--- src/rtl/muldiv_pkg.sv ---
// Shared definitions for the EX-stage multi-cycle multiply/divide sequencer.
//   - op encodings (MD_MUL, MD_MULHU, MD_DIVU, MD_REMU)
//   - sequencer state enum (MD_IDLE, MD_RUN, MD_DONE)
//   - iteration-counter width helper and its default value
package muldiv_pkg;

    localparam logic [1:0] MD_MUL   = 2'b00;
    localparam logic [1:0] MD_MULHU = 2'b01;
    localparam logic [1:0] MD_DIVU  = 2'b10;
    localparam logic [1:0] MD_REMU  = 2'b11;

    typedef enum logic [1:0] {
        MD_IDLE = 2'd0,
        MD_RUN  = 2'd1,
        MD_DONE = 2'd2
    } md_state_t;

    // Counter width able to hold 0..iter-1; never narrower than one bit.
    function automatic int md_iter_w(input int iter);
        return (iter > 1) ? $clog2(iter) : 1;
    endfunction

    localparam int MD_ITER_W = md_iter_w(32);

endpackage

--- src/rtl/muldiv_datapath.sv ---
// Iterative shift-add multiply / restoring divide datapath.
// One 2*WIDTH accumulator is shared by both operations:
//   multiply: acc = {product_hi, multiplier remaining}, opnd = multiplicand
//   divide:   acc = {remainder, quotient/dividend},     opnd = divisor
// A single WIDTH+1 adder adds (multiply) or subtracts (divide).
// Ports:
//   clk, rst     clock, synchronous active-high reset
//   load         capture operands and clear the upper accumulator half
//   step         perform one iteration
//   is_div       1 = divide iteration/load, 0 = multiply
//   load_a/b     operand_a / operand_b at load time
//   acc          current accumulator
//   acc_step     accumulator value after one more iteration (combinational)
module muldiv_datapath #(
    parameter int WIDTH = 32
) (
    input  logic                 clk,
    input  logic                 rst,
    input  logic                 load,
    input  logic                 step,
    input  logic                 is_div,
    input  logic [WIDTH-1:0]     load_a,
    input  logic [WIDTH-1:0]     load_b,
    output logic [2*WIDTH-1:0]   acc,
    output logic [2*WIDTH-1:0]   acc_step
);

    logic [2*WIDTH-1:0] acc_reg;
    logic [WIDTH-1:0]   opnd_reg;

    logic [WIDTH-1:0]   acc_hi;
    logic [WIDTH-1:0]   acc_lo;
    logic [WIDTH:0]     add_x;
    logic [WIDTH:0]     add_y;
    logic [WIDTH:0]     add_sum;

    assign acc_hi = acc_reg[2*WIDTH-1:WIDTH];
    assign acc_lo = acc_reg[WIDTH-1:0];

    always_comb begin
        add_x    = '0;
        add_y    = '0;
        add_sum  = '0;
        acc_step = acc_reg;
        if (is_div) begin
            // Trial subtract of the divisor from the left-shifted remainder.
            add_x   = {acc_hi, acc_lo[WIDTH-1]};
            add_y   = {1'b0, opnd_reg};
            add_sum = add_x + ~add_y + {{WIDTH{1'b0}}, 1'b1};
            if (add_sum[WIDTH]) begin
                // Borrow: restore, i.e. keep the plain shift.
                acc_step = {acc_reg[2*WIDTH-2:0], 1'b0};
            end else begin
                acc_step = {add_sum[WIDTH-1:0], acc_lo[WIDTH-2:0], 1'b1};
            end
        end else begin
            add_x    = {1'b0, acc_hi};
            add_y    = acc_lo[0] ? {1'b0, opnd_reg} : '0;
            add_sum  = add_x + add_y;
            // Carry lands in the top bit as the product shifts right.
            acc_step = {add_sum, acc_lo[WIDTH-1:1]};
        end
    end

    always_ff @(posedge clk) begin
        if (rst) begin
            acc_reg  <= '0;
            opnd_reg <= '0;
        end else if (load) begin
            acc_reg  <= {{WIDTH{1'b0}}, (is_div ? load_a : load_b)};
            opnd_reg <= is_div ? load_b : load_a;
        end else if (step) begin
            acc_reg  <= acc_step;
        end
    end

    assign acc = acc_reg;

endmodule

--- src/rtl/ex_muldiv_ctrl.sv ---
// EX-stage sequencer for multi-cycle MUL/MULHU/DIVU/REMU.
// Holds the pipeline with stall while iterating, then presents the result
// with a one-cycle done pulse.
// Ports:
//   clk, rst               clock, synchronous active-high reset
//   start, op              request and operation (00 MUL,01 MULHU,10 DIVU,11 REMU)
//   operand_a, operand_b   multiplicand/dividend, multiplier/divisor
//   flush                  squash the EX instruction
//   stall                  hold PC/IFID/IDEX (combinational)
//   busy                   sequencer not idle (registered)
//   done                   one-cycle result-valid pulse
//   result, N/Z/V_out      result word and flags (V always 0)
//   div_zero               divisor was zero (valid with done)
module ex_muldiv_ctrl
    import muldiv_pkg::*;
#(
    parameter int WIDTH = 32,
    parameter int ITER  = WIDTH
) (
    input  logic             clk,
    input  logic             rst,
    input  logic             start,
    input  logic [1:0]       op,
    input  logic [WIDTH-1:0] operand_a,
    input  logic [WIDTH-1:0] operand_b,
    input  logic             flush,
    output logic             stall,
    output logic             busy,
    output logic             done,
    output logic [WIDTH-1:0] result,
    output logic             N_out,
    output logic             Z_out,
    output logic             V_out,
    output logic             div_zero
);

    localparam int CNT_W = md_iter_w(ITER);
    localparam logic [CNT_W-1:0] CNT_LAST = CNT_W'(ITER - 1);

    md_state_t          state_reg;
    logic [CNT_W-1:0]   count_reg;
    logic [1:0]         op_reg;
    logic               busy_reg;
    logic               done_reg;
    logic [WIDTH-1:0]   result_reg;
    logic               n_reg;
    logic               z_reg;
    logic               div_zero_reg;

    logic               accept;
    logic               dz_now;
    logic               dp_is_div;
    logic [2*WIDTH-1:0] acc;
    logic [2*WIDTH-1:0] acc_step;
    logic [WIDTH-1:0]   final_word;

    assign accept    = (state_reg == MD_IDLE) && start && !flush;
    assign dz_now    = op[1] && (operand_b == '0);
    // During load the incoming op decides the layout; afterwards the latched op.
    assign dp_is_div = (state_reg == MD_IDLE) ? op[1] : op_reg[1];

    muldiv_datapath #(.WIDTH(WIDTH)) u_datapath (
        .clk      (clk),
        .rst      (rst),
        .load     (accept),
        .step     ((state_reg == MD_RUN) && !flush),
        .is_div   (dp_is_div),
        .load_a   (operand_a),
        .load_b   (operand_b),
        .acc      (acc),
        .acc_step (acc_step)
    );

    // Word captured on entry to DONE: either the divide-by-zero shortcut or
    // the accumulator after its final iteration. Upper half holds MULHU/REMU.
    always_comb begin
        final_word = '0;
        if (state_reg == MD_IDLE) begin
            final_word = op[0] ? operand_a : '1;
        end else begin
            final_word = op_reg[0] ? acc_step[2*WIDTH-1:WIDTH] : acc_step[WIDTH-1:0];
        end
    end

    always_ff @(posedge clk) begin
        if (rst) begin
            state_reg    <= MD_IDLE;
            count_reg    <= '0;
            op_reg       <= MD_MUL;
            busy_reg     <= 1'b0;
            done_reg     <= 1'b0;
            result_reg   <= '0;
            n_reg        <= 1'b0;
            z_reg        <= 1'b0;
            div_zero_reg <= 1'b0;
        end else begin
            done_reg <= 1'b0;
            if (flush) begin
                state_reg <= MD_IDLE;
                busy_reg  <= 1'b0;
            end else begin
                case (state_reg)
                    MD_IDLE: begin
                        if (start) begin
                            op_reg    <= op;
                            count_reg <= '0;
                            busy_reg  <= 1'b1;
                            if (dz_now) begin
                                state_reg    <= MD_DONE;
                                done_reg     <= 1'b1;
                                result_reg   <= final_word;
                                n_reg        <= final_word[WIDTH-1];
                                z_reg        <= (final_word == '0);
                                div_zero_reg <= 1'b1;
                            end else begin
                                state_reg <= MD_RUN;
                            end
                        end
                    end
                    MD_RUN: begin
                        count_reg <= count_reg + 1'b1;
                        if (count_reg == CNT_LAST) begin
                            state_reg    <= MD_DONE;
                            done_reg     <= 1'b1;
                            result_reg   <= final_word;
                            n_reg        <= final_word[WIDTH-1];
                            z_reg        <= (final_word == '0);
                            div_zero_reg <= 1'b0;
                        end
                    end
                    MD_DONE: begin
                        // A start seen here belongs to the next instruction,
                        // which only reaches EX one cycle later.
                        state_reg <= MD_IDLE;
                        busy_reg  <= 1'b0;
                    end
                    default: begin
                        state_reg <= MD_IDLE;
                        busy_reg  <= 1'b0;
                    end
                endcase
            end
        end
    end

    assign stall    = accept || (state_reg == MD_RUN);
    assign busy     = busy_reg;
    // A flush arriving in the DONE cycle squashes the pulse too.
    assign done     = done_reg && !flush;
    assign result   = result_reg;
    assign N_out    = n_reg;
    assign Z_out    = z_reg;
    assign V_out    = 1'b0;
    assign div_zero = div_zero_reg;

endmodule

--- config.mk ---
export PLATFORM = sky130hd
export DESIGN_NAME = ex_muldiv_ctrl
export DESIGN_NICKNAME = d
export VERILOG_FILES = /design/src/rtl/muldiv_pkg.sv /design/src/rtl/muldiv_datapath.sv /design/src/rtl/ex_muldiv_ctrl.sv
export SDC_FILE = /design/constraint.sdc
export NUM_CORES = 1
export LEC_CHECK = 0
export CAP_MARGIN = 15
export CORE_ASPECT_RATIO = 1.2
export CORE_MARGIN = 3
export CORE_UTILIZATION = 30
export DETAILED_ROUTE_END_ITERATION = 8
export PLACE_DENSITY = 0.46
export SLEW_MARGIN = 20
export SYNTH_ARGS = -nofsm -noshare
export SYNTH_HDL_FRONTEND = slang
export SYNTH_SLANG_ARGS = --single-unit
--- constraint.sdc ---
create_clock -name clk -period 4.9 [get_ports clk]
set_input_delay 0.49 -clock clk [delete_from_list [all_inputs] [get_ports clk]]
set_output_delay 0.49 -clock clk [all_outputs]
set_load 0.005 [all_outputs]
==> results of run 1 <==
==> through the flow <==
| step | instances | power, uW |
|---|---|---|
| floorplan | 1798 | 1860 |
| global placement | 2358 | 2250 |
| detailed placement | 2358 | 2250 |
| CTS | 2390 | 3550 |
| global route | 2390 | 3690 |
| finish | 2390 | 3560 |
==> final cells by class <==
| type | instances | share of cell area [%] |
|---|---|---|
| sequential | 141 | 19.3 |
| clock inverter | 12 | 0.693 |
| clock buffer | 20 | 3.19 |
| tap | 533 | 4.56 |
| multi-input combinational | 1471 | 60.5 |
| timing repair buffer | 153 | 10.2 |
| inverter | 60 | 1.54 |
==> layer usage <==
| layer | GRT usage [%] | share of wire (%) | up-vias |
|---|---|---|---|
| met5 | 0 | 0 | - |
| met4 | 10.4 | 3.9 | 0 |
| met3 | 4.23 | 7.2 | 98 |
| met2 | 42.9 | 46 | 613 |
| met1 | 35.8 | 43 | 6677 |
| li1 | - | - | 6592 |
==> cells in the final DEF, fill, tap and decap left out, types with 5 or more instances in the layout <==
master / instances
sky130_fd_sc_hd__xnor2_1: 25
sky130_fd_sc_hd__xor2_1: 16
sky130_fd_sc_hd__clkdlybuf4s50_1: 106
sky130_fd_sc_hd__dfxtp_1: 141
sky130_fd_sc_hd__nand2_1: 311
sky130_fd_sc_hd__buf_4: 41
sky130_fd_sc_hd__a211o_1: 8
sky130_fd_sc_hd__nand2b_1: 15
sky130_fd_sc_hd__o31ai_1: 11
sky130_fd_sc_hd__o21ai_1: 5
sky130_fd_sc_hd__nand3b_1: 7
sky130_fd_sc_hd__a311oi_1: 52
sky130_fd_sc_hd__o31a_1: 8
sky130_fd_sc_hd__nor3_1: 35
sky130_fd_sc_hd__buf_12: 6
sky130_fd_sc_hd__a31oi_1: 11
sky130_fd_sc_hd__nand3_1: 36
sky130_fd_sc_hd__and2_1: 35
sky130_fd_sc_hd__a21boi_0: 9
sky130_fd_sc_hd__mux2i_1: 43
sky130_fd_sc_hd__nor2_1: 192
sky130_fd_sc_hd__o22ai_1: 6
sky130_fd_sc_hd__or3_1: 24
sky130_fd_sc_hd__a21o_1: 20
sky130_fd_sc_hd__nor4_1: 16
sky130_fd_sc_hd__nor2b_1: 10
sky130_fd_sc_hd__a211oi_1: 44
sky130_fd_sc_hd__nand4_1: 24
sky130_fd_sc_hd__o21a_1: 14
sky130_fd_sc_hd__o21ai_0: 92
sky130_fd_sc_hd__inv_1: 59
sky130_fd_sc_hd__clkbuf_16: 17
sky130_fd_sc_hd__and3_1: 9
sky130_fd_sc_hd__ha_1: 66
sky130_fd_sc_hd__o21bai_1: 9
sky130_fd_sc_hd__o211ai_1: 19
sky130_fd_sc_hd__a21oi_1: 207
==> critical path: cells and delay by family (launching register included) <==
family                     cells  cell delay (ns)
AOI/OAI and AO/OA              8             2.33
and+or+nand+nor                3             1.14
adders and majority gates      1             0.53
DFF                            1             0.35
buffers and inverters          1             0.05
==> worst max-delay path by stage <==
stage                               to                            startpoint  slack (ns)
floorplan           Z_out$_SDFFE_PP0P_        u_datapath.acc[0]$_SDFFE_PP0P_        1.60
detailed placement  Z_out$_SDFFE_PP0P_  u_datapath.opnd_reg[25]$_SDFFE_PP0P_        0.50
global placement    Z_out$_SDFFE_PP0P_  u_datapath.opnd_reg[25]$_SDFFE_PP0P_        0.37
global route        Z_out$_SDFFE_PP0P_  u_datapath.opnd_reg[25]$_SDFFE_PP0P_        0.23
finish              Z_out$_SDFFE_PP0P_  u_datapath.opnd_reg[25]$_SDFFE_PP0P_        0.42
CTS                 Z_out$_SDFFE_PP0P_       u_datapath.acc[31]$_SDFFE_PP0P_        0.46
==> power groups by stage <==
stage	clock [uW]	sequential (uW)	combinational [uW]
final	1310	1240	1010
after global routing	1370	1240	1080
after CTS	1330	1230	992
after detailed placement	0	1260	986
after global placement	0	1260	990
after floorplan	0	1240	623
==> kinds of logic after synthesis <==
group | Yosys count | share of synthesized area, %
mux | 46 | 3.74
xor+xnor | 41 | 2.90
compound gates | 578 | 30.7
flops | 141 | 22.8
buf+inv | 186 | 6.01
simple gates | 737 | 26.8
fa+ha+maj | 68 | 7.00
other cells | 1 | 0.0303
==> metrics.log, run 1 <==
[metrics] drt first-iter violations: between 1000 and 1500
[metrics] Area Growth Syn to Fin: 18.1%
[metrics] switch share: around 37%
[metrics] master cell of the clock root buffer: sky130_fd_sc_hd__clkbuf_16
[metrics] fraction of the yosys area taken by sequential cells: a little under a quarter
[metrics] ys async rst share: 0%
[metrics] Yosys top cell by area: sky130_fd_sc_hd__dfxtp_1
[metrics] clock buffer count from CTS: 17
[metrics] Final setup viols: 0
[metrics] final weighted congestion in routability-driven placement: around 0.96
[metrics] first-pass GRT wire length: 87.9 mm
[metrics] count of vias placed by the detailed router: 14000
[metrics] top-level I/O count: 109
[metrics] leading cell type by number of instances after synthesis: sky130_fd_sc_hd__nand2_1
[metrics] worst setup path category: reg -> reg
[metrics] fraction of power consumed by combinational cells: 28.5%
[metrics] final worst path period share: roughly nine tenths
[metrics] required time of the critical path: 5.29 ns
[metrics] Std-Cell Core Area: 40200 sq um
[metrics] Post-DRT Antenna Nets: 0
[metrics] n_diodes: 0
[metrics] post-synth top area share: a little under a quarter
[metrics] total leakage power: 0.00560 uW
[metrics] outcome: completed
[metrics] setup slack after layout: 0.423 ns
[metrics] fraction of power consumed by sequential logic: around a third
[metrics] post-CTS resize count: 0
[metrics] R2R Path Start: u_datapath.opnd_reg[25]$_SDFFE_PP0P_
[metrics] max-slew violations: 0
[metrics] average detailed-routed wire length per instance: 25.0 um
[metrics] post-synthesis net count: 1936
[metrics] power density over the cells: 244 nW/um^2
[metrics] setup repair bufs after CTS: 0
[metrics] logic depth of the worst register-to-register path: 13
[metrics] multi-input combinational cell area: ~8800 sq um
[metrics] die width: 191 um
[metrics] predominant post-synthesis flop cell: sky130_fd_sc_hd__dfxtp_1
[metrics] setup slack at placement: 0.498 ns
[metrics] CP Max Fanout: 13
[metrics] final critical-path required period: 4.48 ns
[metrics] Cell Area, Synth: 12400 sq um
[metrics] initial core utilization: 30.7%
[metrics] number of rows in the core area: 80
[metrics] number of iterations in the first detailed-routing pass: 5
[metrics] buffer depth of the longest clock path: 2
[metrics] EDFF count, synth: 0
[metrics] Die Y: 228 um
[metrics] destination of the worst register-to-register timing path: Z_out$_SDFFE_PP0P_
[metrics] mean post-synth cell area: 6.88 sq um
[metrics] total congestion overflow: 0
[metrics] Filler cells: 4412
[metrics] power share of the clock group: 36.8%
[metrics] antenna violations before repair: 1
[metrics] TritonCTS clock tree: built
[metrics] Mapped Cells: 1798
[metrics] ordered cell list for the critical path: inv_1 -> ha_1 -> a21oi_1 -> o21ai_1 -> o21bai_1 -> o21a_1 -> nand3_1 -> a21boi_0 -> o311ai_0 -> a21oi_1 -> nor4_1 -> nand4_1 -> o21ai_1
[metrics] Clock Skew: 0.0132 ns
[metrics] global routing usage summed across all routing layers: 26.7%
[metrics] most frequent cells after synthesis: 312 x sky130_fd_sc_hd__nand2_1, 208 x sky130_fd_sc_hd__a21oi_1, 193 x sky130_fd_sc_hd__nor2_1, 141 x sky130_fd_sc_hd__dfxtp_1, 92 x sky130_fd_sc_hd__o21ai_0
[metrics] slowest cell on the critical path: sky130_fd_sc_hd__o311ai_0
[metrics] number of synthesis warnings: 0
[metrics] sort of element at the end of the critical path: flop
[metrics] worst hold path stage count: 2
[metrics] Register-to-Register Setup Slack: 0.42 ns
[metrics] NetSw: 1320 uW
[metrics] number of violations of the max-capacitance limit: 0
[metrics] Area contributors post-synth: sky130_fd_sc_hd__dfxtp_1 23%, sky130_fd_sc_hd__nand2_1 9.5%, sky130_fd_sc_hd__a21oi_1 8.4%
[metrics] FF/Latch Area: roughly 2800 sq um
[metrics] Routed Wire Length: 59.8 mm
[metrics] worst ir drop on vdd: 0.000216 V
[metrics] hold_ws: 0.456 ns
[metrics] RSZ-0062 raised after global routing: false
[metrics] transition time at the pin with the least slew margin: 0.887 ns
[metrics] critical path's largest stage delay: roughly 0.60 ns
[metrics] DR vias/cell: between 5 and 6
[metrics] count of H-tree levels built during CTS: 4
[metrics] type of element launching the critical path: flop
[metrics] Max Clock Freq: about 0.22 GHz
[metrics] internal power: 2240 uW
[metrics] detailed placer's ending HPWL: roughly 46 mm
[metrics] number of flip-flops in the largest register: 64
[metrics] Total Neg Setup Slack: 0 ns
[metrics] CTS Hold Buffers Added: 0
[metrics] CTS clock-pin slew for the worst setup and hold paths: 0.07 ns
[metrics] type of the worst min-delay path: reg -> reg
[metrics] pin count of the biggest net entering global routing: 91
[metrics] vias in the first global route: 13300
[metrics] area of the die: 43700 sq um
[metrics] terminating pin of the worst hold path: result[5]$_SDFFE_PP0P_
[metrics] count of input and output buffers: 107
[metrics] DRC viols: 0
[metrics] summed area of non-filler cells in the final layout: 14600 sq um
[metrics] register bit count reported by yosys: 141
[metrics] worst skew pair latency: 0.46 ns
[metrics] instance area at placement: between 10000 and 15000 sq um
[metrics] arrival time of data at the critical path endpoint: 4.86 ns
[metrics] total clock sinks: 141
[metrics] fraction of layout instances using a drive strength above 1: approximately 6.2%
[metrics] final number of hold-violating endpoints: 0
[metrics] worst max-slew margin expressed relative to the limit: 40.7%
[metrics] Finished Core Util: 36.3%
[metrics] unique cell type count in the Yosys netlist: 91
[metrics] Nets: 1982
[metrics] start point of the worst hold path: result[5]$_SDFFE_PP0P_
No activity file was read; power rests on OpenSTA's default activity.
==> run 2, diff against run 1 <==
- HOLD_SLACK_MARGIN: not set -> 0.03
==> results of run 2 <==
The final DEF is identical to that of run 1; final timing and power are the same.
==> run 3, diff against run 2 <==
==> constraint.sdc (replaced) <==
create_clock -name clk -period 4.9 [get_ports clk]
set_input_delay 0.98 -clock clk [delete_from_list [all_inputs] [get_ports clk]]
set_output_delay 0.98 -clock clk [all_outputs]
set_load 0.005 [all_outputs]
==> run 3 against run 2 <==
Net effect: register-to-register slack got worse by 0.08 ns; sequential cell count is the same; first-iteration DRC count is 5.9% lower; via count fell by 0.33%; critical endpoint unchanged; setup slack got worse by 0.078 ns; clock skew is 0.00062 ns lower; routed wire length is 2.8% lower; hold slack better by 0.0046 ns.
==> metrics.log, run 3 (synthesis gave the netlist of run 1 again) <==
[metrics] Std-Cell Core Area: 40200 sq um (unchanged)
[metrics] slowest cell on the critical path: sky130_fd_sc_hd__nor2_4
[metrics] RSZ-0062 raised after global routing: false
[metrics] TritonCTS clock tree: built
[metrics] number of rows in the core area: 80 (unchanged)
[metrics] CTS clock-pin slew for the worst setup and hold paths: 0.07 ns (about the same)
[metrics] max-slew violations: 0 (unchanged)
[metrics] DR vias/cell: 5.84 (-0.25%)
[metrics] top-level I/O count: 109 (unchanged)
[metrics] leading cell types in the layout, fill and taps excluded: 311 x sky130_fd_sc_hd__nand2_1, 207 x sky130_fd_sc_hd__a21oi_1, 192 x sky130_fd_sc_hd__nor2_1, 141 x sky130_fd_sc_hd__dfxtp_1, 106 x sky130_fd_sc_hd__clkdlybuf4s50_1
[metrics] worst ir drop on vdd: 0.000273 V (+26%)
[metrics] detailed placer's ending HPWL: 45.2 mm (-1.9%)
[metrics] cell class contributing the biggest share of worst-path delay: compound AO/OA/AOI/OAI gates
[metrics] Total Neg Setup Slack: 0 ns (unchanged)
[metrics] fraction of layout instances using a drive strength above 1: 6.09% (-0.15 points)
[metrics] worst setup path category: reg -> reg
[metrics] switch share: 36.5% (-0.57 points)
[metrics] most frequent standard cell in the layout excluding fill and tap cells: sky130_fd_sc_hd__nand2_1
[metrics] antenna violations before repair: 2 (+1)
[metrics] final weighted congestion in routability-driven placement: 0.954 (-0.12%)
[metrics] final number of hold-violating endpoints: 0 (unchanged)
[metrics] type of element launching the critical path: flop
[metrics] average detailed-routed wire length per instance: 24.3 um (-2.7%)
[metrics] vias in the first global route: 13300 (-0.098%)
[metrics] start point of the worst hold path: count_reg[4]$_SDFFE_PP0P_
[metrics] count of input and output buffers: 107 (unchanged)
[metrics] arrival time of data at the critical path endpoint: 4.95 ns (+0.09 ns)
[metrics] Final setup viols: 0 (unchanged)
[metrics] required time of the critical path: 5.29 ns (about the same)
[metrics] fraction of power consumed by combinational cells: 27.9% (-0.6 points)
[metrics] type of the worst min-delay path: reg -> reg
[metrics] final critical-path required period: 4.56 ns (+0.0783 ns)
[metrics] Filler cells: 4345 (-1.5%)
[metrics] Post-DRT Antenna Nets: 0 (unchanged)
[metrics] area of the die: 43700 sq um (unchanged)
[metrics] internal power: 2300 uW (+2.5%)
[metrics] number of iterations in the first detailed-routing pass: 8 (+3)
[metrics] total leakage power: 0.00558 uW (-0.30%)
[metrics] count of vias placed by the detailed router: 13900 (-0.33%)
[metrics] final worst path period share: 93.0% (+1.6 points)
[metrics] destination of the worst register-to-register timing path: Z_out$_SDFFE_PP0P_
[metrics] first-pass GRT wire length: 86.2 mm (-1.9%)
[metrics] die width: 191 um (unchanged)
[metrics] R2R Path Start: u_datapath.acc[31]$_SDFFE_PP0P_
[metrics] global routing usage summed across all routing layers: 26.1% (-0.66 points)
[metrics] DRC viols: 0 (unchanged)
[metrics] count of H-tree levels built during CTS: 4 (unchanged)
[metrics] Area Growth Syn to Fin: 18.0%
[metrics] sort of element at the end of the critical path: flop
[metrics] transition time at the pin with the least slew margin: 1.05 ns (+0.165 ns)
[metrics] worst max-slew margin expressed relative to the limit: 29.8% (-11 points)
[metrics] n_diodes: 0 (unchanged)
[metrics] power share of the clock group: 37.8% (+1.0 points)
[metrics] buffer depth of the longest clock path: 2 (unchanged)
[metrics] clock buffer count from CTS: 17 (unchanged)
[metrics] CTS Hold Buffers Added: 0 (unchanged)
[metrics] fraction of power consumed by sequential logic: 34.3% (-0.4 points)
[metrics] terminating pin of the worst hold path: count_reg[4]$_SDFFE_PP0P_
[metrics] worst hold path stage count: 2 (unchanged)
[metrics] NetSw: 1320 uW (about the same)
[metrics] Die Y: 228 um (unchanged)
[metrics] critical path's largest stage delay: 0.61 ns (about the same)
[metrics] CP Max Fanout: 19 (+6)
[metrics] post-CTS resize count: 0 (unchanged)
[metrics] master cell of the clock root buffer: sky130_fd_sc_hd__clkbuf_16
[metrics] Clock Skew: 0.0126 ns (-0.000616 ns)
[metrics] setup repair bufs after CTS: 0 (unchanged)
[metrics] logic depth of the worst register-to-register path: 14 (+1)
[metrics] number of violations of the max-capacitance limit: 0 (unchanged)
[metrics] Max Clock Freq: 0.220 GHz (-1.7%)
[metrics] Nets: 1980 (-0.10%)
[metrics] initial core utilization: 30.7% (unchanged)
[metrics] power density over the cells: 248 nW/um^2 (+1.7%)
[metrics] number of flip-flops in the largest register: 64 (unchanged)
[metrics] Register-to-Register Setup Slack: 0.34 ns (-0.08 ns)
[metrics] outcome: completed
[metrics] pin count of the biggest net entering global routing: 91 (unchanged)
[metrics] worst skew pair latency: 0.46 ns (about the same)
[metrics] total power draw: 3620 uW (+1.6%)
[metrics] buffers and inverters on the worst path: 1 (unchanged)
[metrics] Routed Wire Length: 58.1 mm (-2.8%)
[metrics] drt first-iter violations: 1286 (-5.9%)
[metrics] total congestion overflow: 0 (unchanged)
[metrics] total clock sinks: 141 (unchanged)
[metrics] ordered cell list for the critical path: inv_1 -> ha_1 -> fa_1 -> nand2b_1 -> a211o_1 -> a21oi_2 -> o21a_4 -> nor3_4 -> nor2_4 -> mux2i_1 -> a21oi_1 -> a2111oi_0 -> nand4_1 -> o21ai_1
[run 3: worst max-delay path by stage]
stage / from / end / slack, ns / cells after the start
final: u_datapath.acc[31]$_SDFFE_PP0P_ / Z_out$_SDFFE_PP0P_ / 0.34 / 14
after floorplan: u_datapath.acc[0]$_SDFFE_PP0P_ / Z_out$_SDFFE_PP0P_ / 1.60 / 15
after detailed placement: u_datapath.acc[31]$_SDFFE_PP0P_ / Z_out$_SDFFE_PP0P_ / 0.42 / 14
after global routing: u_datapath.acc[31]$_SDFFE_PP0P_ / Z_out$_SDFFE_PP0P_ / 0.09 / 14
after global placement: u_datapath.acc[31]$_SDFFE_PP0P_ / Z_out$_SDFFE_PP0P_ / 0.38 / 14
after CTS: u_datapath.acc[31]$_SDFFE_PP0P_ / Z_out$_SDFFE_PP0P_ / 0.39 / 14
[run 3: stage by stage]
stage | hold slack [ns] | util (%) | cells | instance area, sq um | worst slack (ns)
after floorplan | 0.436 | - | 1798 | 12400 | 1.60
after global placement | 0.444 | 34.8 | 2356 | 14000 | 0.383
after detailed placement | 0.442 | 34.8 | 2356 | 14000 | 0.424
after CTS | 0.460 | 36.3 | 2388 | 14600 | 0.393
after global routing | 0.477 | 36.3 | 2388 | 14600 | 0.0939
final | 0.460 | 36.3 | 2388 | 14600 | 0.345
[run 3: cell type report]
cell class	count	area (sq um)	share of cell area (%)
inverters	60	225	1.54
well taps	533	667	4.57
clock inverters	14	160	1.10
flip-flops and latches	141	2820	19.3
repair buffers	151	1450	9.93
clock buffers	18	429	2.94
multi-input cells	1471	8840	60.6
[run 3: layer usage]
layer / wire length (um) / GRT usage [%]
met1: 24900 / 34.7
met2: 27600 / 43.3
met3: 3510 / 2.96
met4: 2080 / 9.38
met5: 0 / 0
[run 3: worst register-to-register path: stages (launching register included)]
cell and delay, ns:
sky130_fd_sc_hd__dfxtp_1 0.36, sky130_fd_sc_hd__inv_1 0.12, sky130_fd_sc_hd__ha_1 0.27, sky130_fd_sc_hd__fa_1 0.42, sky130_fd_sc_hd__nand2b_1 0.19, sky130_fd_sc_hd__a211o_1 0.34, sky130_fd_sc_hd__a21oi_2 0.27, sky130_fd_sc_hd__o21a_4 0.24
sky130_fd_sc_hd__nor3_4 0.13, sky130_fd_sc_hd__nor2_4 0.62, sky130_fd_sc_hd__mux2i_1 0.47, sky130_fd_sc_hd__a21oi_1 0.19, sky130_fd_sc_hd__a2111oi_0 0.59, sky130_fd_sc_hd__nand4_1 0.15, sky130_fd_sc_hd__o21ai_1 0.14
[run 3: power groups by stage]
stage          combinational (uW)  sequential [uW]  clock (uW)
2_1_floorplan                 623             1240           0
3_3_place_gp                  992             1260           0
6_report                     1010             1240        1370
3_5_place_dp                  986             1260           0
5_1_grt                      1080             1240        1430
4_1_cts                       992             1240        1390
